==> src/rtl/cv32e40s_pkg.sv <==
// Shared register-file integrity definitions: address type, word layout and
// the ECC encoder used by both the write path and the scrubber.
package cv32e40s_pkg;

  localparam int REGFILE_WORD_WIDTH = 38;
  localparam int RF_ADDR_WIDTH      = 5;

  typedef logic [RF_ADDR_WIDTH-1:0] rf_addr_t;

  // Inverting the stored check bits makes the all-zero word invalid,
  // so a stuck-at-zero register file cannot pass the check.
  localparam logic [5:0] RF_ECC_INV = 6'b10_1010;

  localparam logic [5:0][31:0] RF_ECC_MASK = {
    32'hFC00_0000,
    32'h03FF_F800,
    32'h03FC_07F0,
    32'hE3C3_C78E,
    32'h9B33_366D,
    32'h56AA_AD5B
  };

  typedef enum logic [1:0] {
    SCRUB_WAIT,
    SCRUB_REQ,
    SCRUB_CHECK
  } scrub_state_e;

  function automatic logic [5:0] rf_ecc_encode(input logic [31:0] data);
    logic [5:0] ecc;
    ecc = '0;
    for (int k = 0; k < 6; k++) ecc[k] = ^(data & RF_ECC_MASK[k]);
    return ecc;
  endfunction

endpackage

==> src/rtl/cv32e40s_rf_scrubber_if.sv <==
// Spare register-file read port: request/grant with same-cycle read data.
interface cv32e40s_rf_scrubber_if;
  import cv32e40s_pkg::*;

  logic                          rf_req;
  logic                          rf_gnt;
  rf_addr_t                      rf_raddr;
  logic [REGFILE_WORD_WIDTH-1:0] rf_rdata;

  modport master (output rf_req, rf_raddr, input  rf_gnt, rf_rdata);
  modport slave  (input  rf_req, rf_raddr, output rf_gnt, rf_rdata);
endinterface

==> src/rtl/cv32e40s_rf_ecc_checker.sv <==
// Combinational ECC check of one {ecc, data} register-file word.
module cv32e40s_rf_ecc_checker
  import cv32e40s_pkg::*;
(
  input  logic [REGFILE_WORD_WIDTH-1:0] word_i,
  output logic                          err_o
);

  assign err_o = ((rf_ecc_encode(word_i[31:0]) ^ RF_ECC_INV) != word_i[37:32]);

endmodule

==> src/rtl/cv32e40s_rf_scrubber.sv <==
// Background sweep of x1..x31 through a spare read port; flags ECC mismatches
// as a major alert with last failing address and a saturating count.
module cv32e40s_rf_scrubber
  import cv32e40s_pkg::*;
#(
  parameter int unsigned SCRUB_INTERVAL = 16,
  parameter int unsigned ERR_CNT_WIDTH  = 8
) (
  input  logic                      clk,
  input  logic                      rst_n,
  input  logic                      scrub_en_i,
  cv32e40s_rf_scrubber_if.master    rf_if,
  output logic                      alert_major_o,
  output rf_addr_t                  err_addr_o,
  output logic [ERR_CNT_WIDTH-1:0]  err_cnt_o,
  output logic                      sweep_done_o
);

  localparam int              CNT_W      = (SCRUB_INTERVAL > 0) ? $clog2(SCRUB_INTERVAL + 1) : 1;
  localparam logic [CNT_W-1:0] IVL_RELOAD = CNT_W'(SCRUB_INTERVAL);
  localparam rf_addr_t         ADDR_FIRST = rf_addr_t'(1);
  localparam rf_addr_t         ADDR_LAST  = rf_addr_t'(31);
  localparam logic [REGFILE_WORD_WIDTH-1:0] RST_WORD = {RF_ECC_INV, 32'h0};

  scrub_state_e                  state_q, state_d;
  logic [CNT_W-1:0]              ivl_q, ivl_d;
  rf_addr_t                      addr_q, addr_d;
  logic [REGFILE_WORD_WIDTH-1:0] word_q, word_d;
  logic                          alert_q, alert_d;
  rf_addr_t                      err_addr_q, err_addr_d;
  logic [ERR_CNT_WIDTH-1:0]      err_cnt_q, err_cnt_d;
  logic                          done_q, done_d;
  logic                          req;
  logic                          ecc_err;

  // Checks the captured word, never the live read data, so no output
  // depends combinationally on rf_rdata.
  cv32e40s_rf_ecc_checker u_ecc_chk (
    .word_i (word_q),
    .err_o  (ecc_err)
  );

  always_comb begin
    state_d    = state_q;
    ivl_d      = ivl_q;
    addr_d     = addr_q;
    word_d     = word_q;
    alert_d    = 1'b0;
    done_d     = 1'b0;
    err_addr_d = err_addr_q;
    err_cnt_d  = err_cnt_q;
    req        = 1'b0;
    case (state_q)
      SCRUB_WAIT: begin
        if (!scrub_en_i) begin
          ivl_d  = IVL_RELOAD;
          addr_d = ADDR_FIRST;
        end else if (ivl_q == '0) begin
          state_d = SCRUB_REQ;
        end else begin
          ivl_d = ivl_q - 1'b1;
        end
      end
      SCRUB_REQ: begin
        if (!scrub_en_i) begin
          state_d = SCRUB_WAIT;
          ivl_d   = IVL_RELOAD;
          addr_d  = ADDR_FIRST;
        end else begin
          req = 1'b1;
          if (rf_if.rf_gnt) begin
            word_d  = rf_if.rf_rdata;
            state_d = SCRUB_CHECK;
          end
        end
      end
      SCRUB_CHECK: begin
        if (ecc_err) begin
          alert_d    = 1'b1;
          err_addr_d = addr_q;
          if (err_cnt_q != '1) err_cnt_d = err_cnt_q + 1'b1;
        end
        done_d  = (addr_q == ADDR_LAST);
        addr_d  = (!scrub_en_i || addr_q == ADDR_LAST) ? ADDR_FIRST : addr_q + 1'b1;
        ivl_d   = IVL_RELOAD;
        state_d = SCRUB_WAIT;
      end
      default: state_d = SCRUB_WAIT;
    endcase
  end

  always_ff @(posedge clk or negedge rst_n) begin
    if (!rst_n) begin
      state_q    <= SCRUB_WAIT;
      ivl_q      <= IVL_RELOAD;
      addr_q     <= ADDR_FIRST;
      word_q     <= RST_WORD;
      alert_q    <= 1'b0;
      err_addr_q <= '0;
      err_cnt_q  <= '0;
      done_q     <= 1'b0;
    end else begin
      state_q    <= state_d;
      ivl_q      <= ivl_d;
      addr_q     <= addr_d;
      word_q     <= word_d;
      alert_q    <= alert_d;
      err_addr_q <= err_addr_d;
      err_cnt_q  <= err_cnt_d;
      done_q     <= done_d;
    end
  end

  assign rf_if.rf_req   = req;
  assign rf_if.rf_raddr = addr_q;
  assign alert_major_o  = alert_q;
  assign err_addr_o     = err_addr_q;
  assign err_cnt_o      = err_cnt_q;
  assign sweep_done_o   = done_q;

endmodule

==> src/flat_wrapper.sv <==
// flat-port wrapper written by rule: the top's interface ports become plain ports
module cv32e40s_rf_scrubber_flat import cv32e40s_pkg::*;
#(
  parameter int unsigned SCRUB_INTERVAL = 16,
  parameter int unsigned ERR_CNT_WIDTH  = 8
)
  (clk, rst_n, scrub_en_i, alert_major_o, err_addr_o, err_cnt_o, sweep_done_o, rf_if_rf_req, rf_if_rf_raddr, rf_if_rf_gnt, rf_if_rf_rdata);
  cv32e40s_rf_scrubber_if rf_if_i ();
  input  logic clk;
  input  logic rst_n;
  input  logic scrub_en_i;
  output logic alert_major_o;
  output rf_addr_t err_addr_o;
  output logic [ERR_CNT_WIDTH-1:0] err_cnt_o;
  output logic sweep_done_o;
  output wire logic [$bits(rf_if_i.rf_req)-1:0] rf_if_rf_req;
  output wire logic [$bits(rf_if_i.rf_raddr)-1:0] rf_if_rf_raddr;
  input wire logic [$bits(rf_if_i.rf_gnt)-1:0] rf_if_rf_gnt;
  input wire logic [$bits(rf_if_i.rf_rdata)-1:0] rf_if_rf_rdata;
  assign rf_if_rf_req = rf_if_i.rf_req;
  assign rf_if_rf_raddr = rf_if_i.rf_raddr;
  assign rf_if_i.rf_gnt = rf_if_rf_gnt;
  assign rf_if_i.rf_rdata = rf_if_rf_rdata;
  cv32e40s_rf_scrubber #(.SCRUB_INTERVAL(SCRUB_INTERVAL), .ERR_CNT_WIDTH(ERR_CNT_WIDTH)) u_core (.clk(clk), .rst_n(rst_n), .scrub_en_i(scrub_en_i), .rf_if(rf_if_i), .alert_major_o(alert_major_o), .err_addr_o(err_addr_o), .err_cnt_o(err_cnt_o), .sweep_done_o(sweep_done_o));
endmodule
==> config.mk <==
export PLATFORM = sky130hd
export DESIGN_NAME = cv32e40s_rf_scrubber_flat
export DESIGN_NICKNAME = d
export VERILOG_FILES = /design/src/rtl/cv32e40s_pkg.sv /design/src/rtl/cv32e40s_rf_scrubber_if.sv /design/src/rtl/cv32e40s_rf_ecc_checker.sv /design/src/rtl/cv32e40s_rf_scrubber.sv /design/src/flat_wrapper.sv
export SDC_FILE = /design/constraint.sdc
export NUM_CORES = 1
export LEC_CHECK = 0
export BUFFER_PORTS_ARGS = -buffer_cell sky130_fd_sc_hd__buf_2
export CORE_MARGIN = 2
export CORE_UTILIZATION = 32
export DETAILED_ROUTE_END_ITERATION = 10
export PLACE_DENSITY = 0.6
export SLEW_MARGIN = 30
export SYNTH_ARGS = -nofsm -noshare
export SYNTH_HDL_FRONTEND = slang
export SYNTH_SLANG_ARGS = --single-unit
==> constraint.sdc <==
create_clock -name clk -period 3.1 [get_ports clk]
set_input_delay 0.31 -clock clk [delete_from_list [all_inputs] [get_ports clk]]
set_output_delay 0.31 -clock clk [all_outputs]
set_load 0.05 [all_outputs]
After elaboration in Yosys (flattened, before gate mapping):

Index checks and enable logic that the tools add are counted.

* add/sub/neg operators: 3
* eq/ne operators: 11
* muxes and demuxes: 17
* bitwise logic cells: 1
* reduce and logical (&&, ||, !) cells: 19

Operator list (count)
* $reduce_xor 32->1: 6
* $mux 5: 5
* $pmux 5 s3: 1
* $reduce_and 3->1: 4
* $pmux 5 s2: 1
* $add 8x1->8 const B: 1
* $mux 2: 4
* $ne 8x8->1 const B: 1
* $ne 2x2->1 const B: 3
* $ne 3x3->1 const B: 2
* $ne 6x6->1: 1
* $add 5x1->5 const B: 1
* $eq 5x5->1 const B: 1
* $logic_not 5->1: 1
* $mux 1: 5
* $sub 5x1->5 const B: 1
* $pmux 2 s2: 1
* $reduce_and 2->1: 2
* $not 3->3: 1
* $reduce_bool 3->1: 1
* $eq 2x1->1 const B: 1
* $eq 2x2->1 const B: 1
* $logic_not 2->1: 1
* $ne 2x1->1 const B: 1
* 4 further kinds: 4

* register bits: 65
* input bits: 42
* word-level logic and storage cells: 59

Logic depth before layout (Yosys ltp):

* depth in word-level cells: 5
* depth in mapped cells: 9
* gate-level depth less buffers: 9

Cells and area by module:

Synthesis repeated with hierarchy kept, for this count alone.

* cell total of the unflattened synthesis: 272
* area total of the unflattened synthesis: 3485.8 um2

By module, submodules not included
* cv32e40s_rf_scrubber: times used 1, cells an instance 206, area an instance 2904.0 um2
* cv32e40s_rf_ecc_checker: times used 1, cells an instance 66, area an instance 581.8 um2

Least setup slack after synthesis:

No wires, ideal clock.

* path type: register to register
* from: register u_core.state_q[1]
* to: register u_core.word_q[10]
* library setup time: 0.125 ns
* arrival: 2.401 ns
* required time: 2.975 ns
* path slack: 0.574 ns
* cell stages (with the launch flop): 10
* path through: dfrtp_1 clkbuf_1 inv_1 ha_1 nand2_1 inv_1 nand2_1 clkbuf_1 buf_1 mux2_2

* word-level cells in the longest chain between the ends: 2

Ends and longest elaborated chain
* start, declared: line cv32e40s_rf_scrubber.sv:25 `scrub_state_e state_q, state_d;`
* start signal, assigned: line cv32e40s_rf_scrubber.sv:103 `state_q <= state_d;`
* $eq 2x1->1: line cv32e40s_rf_scrubber.sv:53 `case (state_q)`
* $reduce_and 3->1 (no source line)
* end signal, assigned: line cv32e40s_rf_scrubber.sv:106 `word_q <= word_d;`
* end, declared: line cv32e40s_rf_scrubber.sv:28 `logic [REGFILE_WORD_WIDTH-1:0] word_q, word_d;`

Every way passes these cells.
A chain may end at the register's enable or synchronous reset.

Worst setup path after layout:

* from: register u_core.word_q[13]
* to: register u_core.err_cnt_q[6] (netlist: u_core.err_cnt_o[6])

* word-level cells in the longest chain between the ends: 4
* elaborated cells between the ends (all ways): 6
* those cells by class: eq/ne: 1; bitwise: 1; reduce/logical: 4

Ends and longest elaborated chain
* $reduce_xor 32->1: line cv32e40s_pkg.sv:32 `for (int k = 0; k < 6; k++) ecc[k] = ^(data & RF_ECC_MASK[k]);`
* $not 3->3 (no source line)
* $ne 6x6->1 *: line cv32e40s_rf_ecc_checker.sv:9 `assign err_o = ((rf_ecc_encode(word_i[31:0]) ^ RF_ECC_INV) != word_i[37:32]);`
* $reduce_and 3->1 (no source line) *
* end signal, assigned: line cv32e40s_rf_scrubber.sv:109 `err_cnt_q <= err_cnt_d;`
* end, declared: line cv32e40s_rf_scrubber.sv:31 `logic [ERR_CNT_WIDTH-1:0] err_cnt_q, err_cnt_d;`

Mark *: on every way between the ends. The rest lies on a longest branch, timed or not.

==> impl_results.md <==
* Core ar. at 0.0103 mm²
* Actual slew at the worst max-slew pin at 794 ps
* CTS Root Cell: clkbuf_8
* Worst hold path type: in2async
* Vias in the first global route at 2199
* Dominant cell type by area after synthesis: dfrtp_1
* DRT Pass-1 Iters at 4
* Seq/Total Area, Yosys at 0.482
* Total power at 5.46 mW
* Via Count at 2168
* Seq. cell area at 0.00163 mm²
* Mapped Cells at 276
* Cts hold-fix bufs at 0
* Final WS setup at 367 ps
* Hold WS at 41.0 ps
* Clock Latency Late Sink at 350 ps
* Pre-CTS setup slack at 353 ps
* Top Ports at 63
* Crit path cell chain: xnor2_1 > xnor3_2 > xnor3_1 > and2_1 > mux2i_2 > o31ai_4 > buf_4 > nor3_1 > mux2_1
* CP max FO at 14
* Met2 Use GR at 0.178
* First-pass GRT wire length at 10700 µm
* WS Path Type: reg2reg
* Via-per-instance ratio at 4.45
* Min Tclk post-route at 2730 ps
* Final #Nets at 396
* Yosys cell types at 39
* GP Congestion at 0.812
* Routing usage on met3 at 0.0413
* Number of flops mapped to enable cells by yosys at 0
* Input/output buffers at 62
* Critical-path top delay cell: xnor3_2
* Syn Nets at 326
* Clock tree buffer depth at 2
* Syn avg cell area at 12.3 µm²
* Initial antenna violation count at 0
* Area taken by multi-input logic gates at 0.00170 mm²
* #FFs+latches synth at 65
* Post-synth top area share at 0.443
* GRT Residual Overflow at 0
* Clock-pin slew on the worst setup and hold paths at 80 ps
* Largest net degree at the start of global routing at 39
* CTS H-tree lvls at 3
* Layout cell share with drive strength beyond 1 at 0.373
* Fillers at 993
* Worst r2r src: u_core.word_q[13]
* Top cells by count, synth: dfrtp_1, mux2_2, xnor2_1
* Slew Viols, Final at 0
* Primary FF master, synth: dfrtp_1
* RSZ-0062 raised after global routing: no
* Max_cap viols at 0
* Worst setup startpoint: u_core.word_q[13]
* Met1 GRT Util at 0.165
* CP endpoint kind: register
* Dominant cells by area after synthesis: dfrtp_1, mux2_2, xnor2_1
* Critical path's largest stage delay at 450 ps
* Fmax at 366 MHz
* CTS Buf Count at 9
* R2R depth at 9
* Power Dens Cells at 1340 mW/mm²
* Worst rel slew slack at 0.470
* Full die area at 0.0114 mm²
* Worst EP arrival at 2960 ps
* DRC errors left at 0
* CP Capture Point: u_core.err_cnt_o[6]
* Clk sinks at 65
* Reg2reg setup slack at 370 ps
* Post-route ant nets at 0
* Die width at 107 µm
* Status: complete, no violations
* Final setup viols at 0
* DR iter-0 viols at 76
* Clk_skew at 13.2 ps
* Final Hold Viols at 0
* CTS tree: done
* Synth Cell Area at 0.00339 mm²
* Starting Density at 0.328
* Period utilisation layout at 0.882
* RR Endpoint: u_core.err_cnt_o[6]
* Count leader, synth: dfrtp_1
* Layout area overhead at 20.2%
* Post-CTS Resized at 0
* Setup_tns at 0 ps
* Rows at 37
* Antenna diodes at 0
* Post-CTS setup buffer count at 0
* Yosys warns at 0
* Grt peak-use layer: met2
* Synth async-reset ratio at 1.00
* Die Y at 107 µm
* Max IR drop VDD at 0.619 mV
* Leakage at 1.92 nW
* GRT Resource Usage Total at 0.122
* DRT Wirelength at 6500 µm
* Wirelength per Cell at 13.3 µm
* Critical Path Start Type: register
* Detailed placement HPWL at 4860 µm
* Req. time, crit path at 3330 ps
[sequential cells by signal, summed over array words and instances, names as in the netlist]
name	count
u_core.ivl_q	5
u_core.err_addr_o	5
u_core.rf_if.rf_raddr	5
u_core.err_cnt_o	8
u_core.sweep_done_o	1
u_core.word_q	38
u_core.alert_major_o	1
u_core.state_q	2
[cell families after synthesis]
kind of cell,Yosys count,synth area share
fa+ha+maj,8,0.0295
compound gates,28,0.0502
buf+inv,14,0.0177
xor+xnor,57,0.176
simple gates,57,0.0879
mux,47,0.157
flops,65,0.482
[layout by cell type, fill, tap and decap left out, drive strengths merged, types with 7 or more instances in the layout]
cell / count
a21oi: 7
buf: 65
xor2: 11
nand2: 15
nor2: 11
dfrtp: 60
xnor2: 39
ha: 8
inv: 8
mux2: 45
clkbuf: 13
xnor3: 7
o21ai: 15
[metal layers]
layer,wire (µm),vias to the layer above
met1,3200,1016
met2,2830,51
li1,-,1091
met4,159,0
met5,0,-
met3,312,10
[worst min path at each step]
stage | start | end | slack (ps) | cells past startpoint
finish | rst_n | u_core.err_addr_o[2] | 40 | 1
global route | rst_n | u_core.err_addr_o[2] | 100 | 1
CTS | rst_n | u_core.err_addr_o[2] | 70 | 1
detailed placement | rst_n | u_core.err_addr_o[2] | 450 | 1
global placement | rst_n | u_core.err_addr_o[2] | 450 | 1
floorplan | rst_n | u_core.alert_major_o | 10 | 0
[per-stage QoR]
stage | util | cells | area, µm²
5_1_grt | 0.394 | 487 | 4070
3_3_place_gp | 0.375 | 471 | 3870
3_5_place_dp | 0.375 | 471 | 3870
6_report | 0.394 | 487 | 4070
4_1_cts | 0.394 | 487 | 4070
2_1_floorplan | - | 276 | 3390
[power by group]
group          leakage (nW)  internal [mW]  total, mW  switching (mW)
clock                 0.103          0.413      0.729           0.316
sequential            0.812           1.19       1.50           0.313
combinational          1.01           1.81       3.23            1.42
total                  1.92           3.41       5.46            2.05
[layout make-up]
class,count,area share
inverter,8,0.00737
tap,136,0.0418
multi-input combinational,197,0.416
clock buffer,13,0.0390
timing repair buffer,65,0.0848
sequential,65,0.401
clock inverter,3,0.00983
[critical path, delay by kind of cell (launching register included)]
| kind | cells | cell delay (ps) |
|---|---|---|
| xor+xnor | 3 | 1000 |
| mux | 2 | 550 |
| flops | 1 | 410 |
| simple gates | 2 | 390 |
| buf+inv | 1 | 200 |
| compound gates | 1 | 70 |
No activity file was read; power rests on OpenSTA's default activity.
